**src/rtl/m1_sat_counter.sv**
```systemverilog
// Saturating up-counter for frame statistics.
module m1_sat_counter #(
   parameter int unsigned Width = 16
) (
   input  logic             clk,
   input  logic             reset,
   input  logic             inc,
   output logic [Width-1:0] count
);

   logic [Width-1:0] count_q;

   always_ff @(posedge clk or negedge reset) begin
      if (!reset) begin
         count_q <= '0;
      end else if (inc && (count_q != '1)) begin
         count_q <= count_q + Width'(1);
      end
   end

   assign count = count_q;

endmodule

```
**config.mk**
```make
export PLATFORM = sky130hd
export DESIGN_NAME = m1_sat_counter
export DESIGN_NICKNAME = d
export VERILOG_FILES = /design/src/rtl/m1_sat_counter.sv
export SDC_FILE = /design/constraint.sdc
export NUM_CORES = 1
export LEC_CHECK = 0
export BUFFER_PORTS_ARGS = -buffer_cell sky130_fd_sc_hd__clkbuf_2
export CORE_ASPECT_RATIO = 1.25
export CORE_UTILIZATION = 51
export DETAILED_ROUTE_END_ITERATION = 7
export PLACE_DENSITY = 0.84
export RECOVER_POWER = 25
export SLEW_MARGIN = 20
export SYNTH_ARGS = -nofsm -noshare
export SYNTH_HDL_FRONTEND = slang
export SYNTH_SLANG_ARGS = --single-unit
```
**constraint.sdc**
```tcl
create_clock -name clk -period 1.75 [get_ports clk]
set_input_delay 0.2625 -clock clk [delete_from_list [all_inputs] [get_ports clk]]
set_output_delay 0.2625 -clock clk [all_outputs]
set_load 0.02 [all_outputs]
```
==> results of run 1 <==
==> cell usage in the layout, fill, tap and decap left out, types with 2 or more instances in the layout <==
cell type / count
a21oi_1: 3
a31oi_1: 3
and3_1: 2
clkbuf_2: 17
clkbuf_4: 3
dfrtp_1: 16
nand2_1: 4
nand3_1: 5
nand4_1: 8
nor2_1: 2
nor4_4: 2
o21a_1: 5
xnor2_1: 5
xor2_1: 2
==> power groups by stage <==
stage / registers [mW] / logic [mW] / clock network (mW)
after floorplan: 0.636 / 0.139 / 0
after global placement: 0.559 / 0.333 / 0
after detailed placement: 0.571 / 0.341 / 0
after CTS: 0.563 / 0.347 / 0.245
after global routing: 0.578 / 0.375 / 0.264
final: 0.564 / 0.344 / 0.245
==> layer usage <==
layer | share of wire [%] | vias to the layer above | GRT usage, %
li1 | - | 337 | -
met1 | 44 | 349 | 31.9
met2 | 51 | 21 | 38.3
met3 | 3.7 | 4 | 3.26
met4 | 1.2 | 0 | 6.90
met5 | 0 | - | 0
==> Yosys cell counts <==
master / n / area share [%]
dfrtp_1: 16 / 47
nand4_1: 8 / 5.8
nand3_1: 5 / 2.9
o21a_1: 5 / 4.4
xnor2_1: 5 / 5.1
nand2_1: 4 / 1.7
a21oi_1: 3 / 1.7
a31oi_1: 3 / 2.2
and3_1: 2 / 1.5
nor2_1: 2 / 0.87
nor4_4: 2 / 4.9
xor2_1: 2 / 2.0
a32oi_1: 1 / 1.0
and4_1: 1 / 1.0
and4_2: 1 / 1.2
and4_4: 1 / 1.3
and4b_1: 1 / 1.2
ha_1: 1 / 1.5
mux2_1: 1 / 1.3
nand3_4: 1 / 2.0
nand4_2: 1 / 1.5
nand4_4: 1 / 2.5
nor2_2: 1 / 0.73
nor3_2: 1 / 1.2
o211ai_1: 1 / 0.87
o21ai_0: 1 / 0.58
o31ai_4: 1 / 2.5
==> final cells by class <==
class | instances | area share, %
Multi-Input combinational cell | 56 | 45.1
Sequential cell | 16 | 39.4
Timing Repair Buffer | 19 | 9.72
Clock buffer | 4 | 3.57
Tap cell | 18 | 2.21
==> through the flow <==
stage          util (%)  cells  hold slack [ns]  setup slack, ns
2_1_floorplan         -     72          -0.0331            0.151
3_3_place_gp       61.5    108            0.205            0.156
3_5_place_dp       61.5    108            0.208            0.103
4_1_cts            64.4    113            0.337           0.0962
5_1_grt            64.3    113            0.332          0.00491
6_report           64.3    113            0.342           0.0974
==> worst max-delay path, stage by stage, from the launching register on <==
cell and delay [ns]:
dfrtp_1 0.44, ha_1 0.35, nand3_4 0.16, o31ai_4 0.25, mux2_1 0.35
==> worst max-delay path by stage <==
stage / startpoint / end / depth (start not counted)
2_1_floorplan: count[13]$_DFFE_PN0P_ / count[1]$_DFFE_PN0P_ / 4
3_3_place_gp: count[13]$_DFFE_PN0P_ / count[1]$_DFFE_PN0P_ / 4
3_5_place_dp: count[0]$_DFFE_PN0P_ / count[1]$_DFFE_PN0P_ / 4
4_1_cts: count[13]$_DFFE_PN0P_ / count[1]$_DFFE_PN0P_ / 4
5_1_grt: count[13]$_DFFE_PN0P_ / count[1]$_DFFE_PN0P_ / 4
6_report: count[0]$_DFFE_PN0P_ / count[1]$_DFFE_PN0P_ / 4
==> cell families (layout without fill, tap and decap cells) <==
kind of cell               count (synthesis)  after routing  synth area share, %
AOI/OAI and AO/OA                         15             15                 13.2
xor gates and xnor gates                   7              7                 7.13
adders and majority gates                  1              1                 1.46
buffers and inverters                      0             23                    0
DFF                                       16             16                 46.6
muxes                                      1              1                 1.31
and+or+nand+nor                           32             32                 30.3
==> results by group, run 1 <==
Floorplan
  – Starting Density: 54.4%
  – IO Pins: 19
  – Die W: 38.7 µm
  – Core area: 1580 µm²
  – Num rows: 16
  – Die height: around 48 µm
  – Die area: roughly 1900 µm²

Clocking
  – H-tree lvl count: 1
  – Cts hold-fix bufs: 1
  – Max Root-Sink Buffers: 2
  – Clock sinks: 16
  – Worst skew pair latency: between 0.2 and 0.3 ns
  – CTS buffer count: 3
  – CTS clk-pin slew, worst paths: around 0.10 ns
  – Post-cts gate resize count: 0
  – CTS tree: done
  – Clk Tree Root Cell: clkbuf_4
  – Post-CTS Setup Repair Bufs: 0

Route
  – Drt wl/cell: 16.2 µm
  – DR vias/cell: 6.29
  – Total wire length: 1830 µm
  – TritonRoute pass-1 iters: 4
  – Antenna-violating nets left: 0
  – # DRC: 0
  – Via count: between 700 and 800
  – 1st-iter DRT viols: 19

Timing
  – Tcrit/Tclk final: a little over nine tenths
  – Fmax: slightly above 600 MHz
  – Clock skew: 0.00406 ns
  – Max_slew headroom: 41.9%
  – Final hold vios: 0
  – Minimum clock period: 1.65 ns
  – Final Max Tran Viols: 0
  – Final setup viols: 0
  – Slew at the pin closest to its max-slew limit: roughly 0.87 ns
  – TNS Setup: 0 ns
  – RSZ-0062 raised after global routing: false

Run status
  – Status: complete, no violations

Cells and area
  – Synth-to-layout area growth: 18.3%
  – Register Area: 400 µm²
  – Fillers: ~140
  – Multi-input gate area: between 400 and 500 µm²
  – Max reg flops: 16
  – Post-route cell area: ~1000 µm²
  – # diodes: 0
  – Final net count: 100
  – Share of layout cells above drive strength 1: between 30 and 40%

Logic synthesis
  – Synthesized netlist net count: 76
  – Count of cell types in the netlist: 27
  – Yosys warning count: 0
  – Register area share after synthesis: a little under half
  – Post-Syn Area: 860 µm²
  – Yosys reg bits: 16
  – Mapped Avg Cell Area: approximately 12 µm²
  – Mapped Cells: ~70

Worst setup path
  – CP max FO: 6
  – Req. time, crit path: around 1.9 ns
  – Reg2reg setup slack: 0.1 ns
  – Worst reg2reg path depth: 4
  – CP Class: reg -> reg
  – Worst flop-to-flop path endpoint: count[1]$_DFFE_PN0P_
  – Setup crit start kind: flip-flop
  – Crit. End Element: flip-flop
  – Origin of the critical flop-to-flop path: count[0]$_DFFE_PN0P_
  – Critical Path AT: 1.83 ns

Global route
  – Initial antenna violation count: 0
  – First-pass GRT wire length: 3020 µm
  – Largest net degree at the start of global routing: 17
  – Vias in the first global route: about 660
  – GRT Util Overall: between 20% and 30%
  – Total grt overflow: 0

Power
  – Leakage: 0.462 nW
  – Final Power: about 1.2 mW
  – Sw Ratio: about two fifths
  – Power Internal: between 0.6 and 0.7 mW
  – Comb power frac: around 30%
  – Net Sw Power: roughly 0.46 mW
  – Flop pwr share: 48.9%
  – Pwr per Cell Area: about 1100 nW/µm²
  – Maximum VDD drop: about 0.56 mV
  – Clk pwr share: between 20% and 30%

Min path
  – Worst Min Path Start: inc
  – Hold depth: 3
  – Worst Hold Class: in -> reg
  – WHS Endpoint: count[0]$_DFFE_PN0P_

Placement
  – PortBufs: 18
  – Dpl cell area: just under 1000 µm²
  – DP HPWL: 1370 µm
  – GPL Wtd Cong: ~0.86

Run
  – Max_cap viols: 0
Power figures use the tool's default switching activity.
==> inputs of run 2 (changes only) <==
--- a/config.mk
+++ b/config.mk
@@ -6,10 +6,12 @@
 export NUM_CORES = 1
 export LEC_CHECK = 0
 export BUFFER_PORTS_ARGS = -buffer_cell sky130_fd_sc_hd__clkbuf_2
+export CELL_PAD_IN_SITES_DETAIL_PLACEMENT = 1
+export CELL_PAD_IN_SITES_GLOBAL_PLACEMENT = 1
 export CORE_ASPECT_RATIO = 1.25
-export CORE_UTILIZATION = 51
+export CORE_UTILIZATION = 41
 export DETAILED_ROUTE_END_ITERATION = 7
-export PLACE_DENSITY = 0.84
+export PLACE_DENSITY = 0.85
 export RECOVER_POWER = 25
 export SLEW_MARGIN = 20
 export SYNTH_ARGS = -nofsm -noshare
==> results by group, run 2 (synthesized netlist as in run 1, its figures left out) <==
Worst setup path
  – CP max FO: 6 (unchanged)
  – Crit-path slowest cell: dfrtp_1 (unchanged)
  – CP Class: reg -> reg (unchanged)
  – Req. time, crit path: 1.95 ns (was 1.93 ns)
  – CP peak stage delay: 0.45 ns (was 0.44 ns)
  – Critical Path AT: 1.86 ns (was 1.83 ns)
  – Setup crit start kind: flip-flop (unchanged)
  – Buffer and inverter count on the worst path: 0 (unchanged)
  – CP Cell Sequence: and4_1, nand3_4, o31ai_4, mux2_1 (was ha_1, nand3_4, o31ai_4, mux2_1)
  – Cell family with most CP delay: simple AND/OR/NAND/NOR gates (was flip-flops)
  – Crit. End Element: flip-flop (unchanged)

Global route
  – Largest net degree at the start of global routing: 17 (unchanged)
  – GRT Util Overall: 21.0% (was 23.3%)
  – Vias in the first global route: 708 (was 661)
  – Initial antenna violation count: 0 (unchanged)
  – Total grt overflow: 0 (unchanged)
  – First-pass GRT wire length: 3410 µm (was 3020 µm)

Timing
  – Minimum clock period: 1.66 ns (was 1.65 ns)
  – Tcrit/Tclk final: 94.7% (was 94.4%)
  – Final setup viols: 0 (unchanged)
  – Slew at the pin closest to its max-slew limit: 0.886 ns (was 0.871 ns)
  – Final hold vios: 0 (unchanged)
  – Final Max Tran Viols: 0 (unchanged)
  – TNS Setup: 0 ns (unchanged)
  – Clock skew: 0.00170 ns (was 0.00406 ns)
  – RSZ-0062 raised after global routing: false (unchanged)
  – Max_slew headroom: 40.9% (was 41.9%)
  – Fmax: 603 MHz (was 605 MHz)

Route
  – DR vias/cell: 6.23 (was 6.29)
  – # DRC: 0 (unchanged)
  – Drt wl/cell: 18.2 µm (was 16.2 µm)
  – Total wire length: 2110 µm (was 1830 µm)
  – 1st-iter DRT viols: 11 (was 19)
  – Via count: 723 (was 711)
  – TritonRoute pass-1 iters: 4 (unchanged)
  – Antenna-violating nets left: 0 (unchanged)

Clocking
  – Worst skew pair latency: 0.31 ns (was 0.28 ns)
  – Max Root-Sink Buffers: 2 (unchanged)
  – Clk Tree Root Cell: clkbuf_4 (unchanged)
  – Post-CTS Setup Repair Bufs: 0 (unchanged)
  – H-tree lvl count: 1 (unchanged)
  – Clock sinks: 16 (unchanged)
  – CTS tree: done (unchanged)
  – CTS buffer count: 3 (unchanged)
  – CTS clk-pin slew, worst paths: 0.10 ns (about the same)

Placement
  – PortBufs: 18 (unchanged)
  – GPL Wtd Cong: 0.781 (was 0.864)
  – DP Cell Count: 111 (was 108)
  – Dpl cell area: 982 µm² (was 972 µm²)
  – DP HPWL: 1570 µm (was 1370 µm)

Floorplan
  – Die area: 2280 µm² (was 1850 µm²)
  – Num rows: 18 (was 16)
  – Core area: 1980 µm² (was 1580 µm²)
  – Die W: 43.0 µm (was 38.7 µm)
  – Die height: 53.2 µm (was 47.9 µm)
  – Starting Density: 43.4% (was 54.4%)
  – IO Pins: 19 (unchanged)

Run status
  – Status: complete, no violations (unchanged)

Min path
  – Worst Hold Class: in -> reg (unchanged)

Cells and area
  – Post-route cell area: 1030 µm² (was 1020 µm²)
  – Final net count: 101 (was 100)
  – Finished Layout Cells: 116 (was 113)
  – Fillers: 235 (was 138)
  – Max reg flops: 16 (unchanged)
  – Share of layout cells above drive strength 1: 34.4% (was 32.6%)
  – # diodes: 0 (unchanged)
  – Synth-to-layout area growth: 19.7% (was 18.3%)
  – Final core utilization: 51.9% (was 64.3%)
  – Most frequent cells in the layout: clkbuf_2, dfrtp_1, nand4_1 (unchanged)
  – Most common cell after layout, fill and taps aside: clkbuf_2 (unchanged)

Power
  – Leakage: 0.466 nW (was 0.462 nW)
  – Pwr per Cell Area: 1140 nW/µm² (was 1130 nW/µm²)
  – Final Power: 1.17 mW (was 1.15 mW)
  – Maximum VDD drop: 0.721 mV (was 0.563 mV)

Run
  – Max_cap viols: 0 (unchanged)
run 2: changes by cell type in the layout (fill, tap and decap cells not counted):
cell / change
dfrtp_1: -1
dfrtp_2: +1
buf_4: +1
run 2: routing by layer:
| metal | part of all wire [%] | GRT usage (%) | vias to the layer above | wire (µm) |
|---|---|---|---|---|
| li1 | - | - | 334 | - |
| met1 | 43 | 24.8 | 369 | 909 |
| met2 | 51 | 36.1 | 15 | 1090 |
| met3 | 3.1 | 3.07 | 5 | 66 |
| met4 | 2.4 | 12.1 | 0 | 50 |
| met5 | 0 | 0 | - | 0 |
run 2: metrics by stage:
stage	worst slack, ns	hold slack (ns)
floorplan	0.151	-0.0331
global placement	0.135	0.209
detailed placement	0.0829	0.215
CTS	0.0617	0.284
global route	0.0288	0.281
finish	0.0929	0.277
run 2: path summary, 6_finish.rpt:
kind,startpoint,endpoint,slack (ns),cells after the start
setup / recovery,count[14]$_DFFE_PN0P_,count[1]$_DFFE_PN0P_,0.09,4
hold / removal,inc,count[0]$_DFFE_PN0P_,0.28,3
setup reg to reg,count[14]$_DFFE_PN0P_,count[1]$_DFFE_PN0P_,0.09,4
hold reg to reg,count[15]$_DFFE_PN0P_,count[15]$_DFFE_PN0P_,0.53,1
max in group asynchronous,reset,count[13]$_DFFE_PN0P_,0.58,2
min in group asynchronous,reset,count[1]$_DFFE_PN0P_,0.58,2
run 2: tightest hold or removal path, stage by stage:
cell and delay (ns):
clkbuf_2 0.14, o31ai_4 0.08, xnor2_1 0.07
run 2: timing repair:
action                                 4_1_cts  5_1_grt
hold buffers                                 1        0
setup endpoints to repair                    0        1
resized for setup                            0        1
endpoints found under the hold margin       16        0
run 2: power by group:
part	total (mW)	switching, mW	internal (mW)
Combinational	0.344	0.216	0.127
Clock	0.263	0.136	0.127
Sequential	0.562	0.121	0.441
run 2: cell type report:
type                            instances  area [µm²]  area share, %
Multi-Input combinational cell         56         459           44.6
Sequential cell                        16         402           39.1
Tap cell                               20        25.0           2.43
Timing Repair Buffer                   20         106           10.3
Clock buffer                            4        36.3           3.53
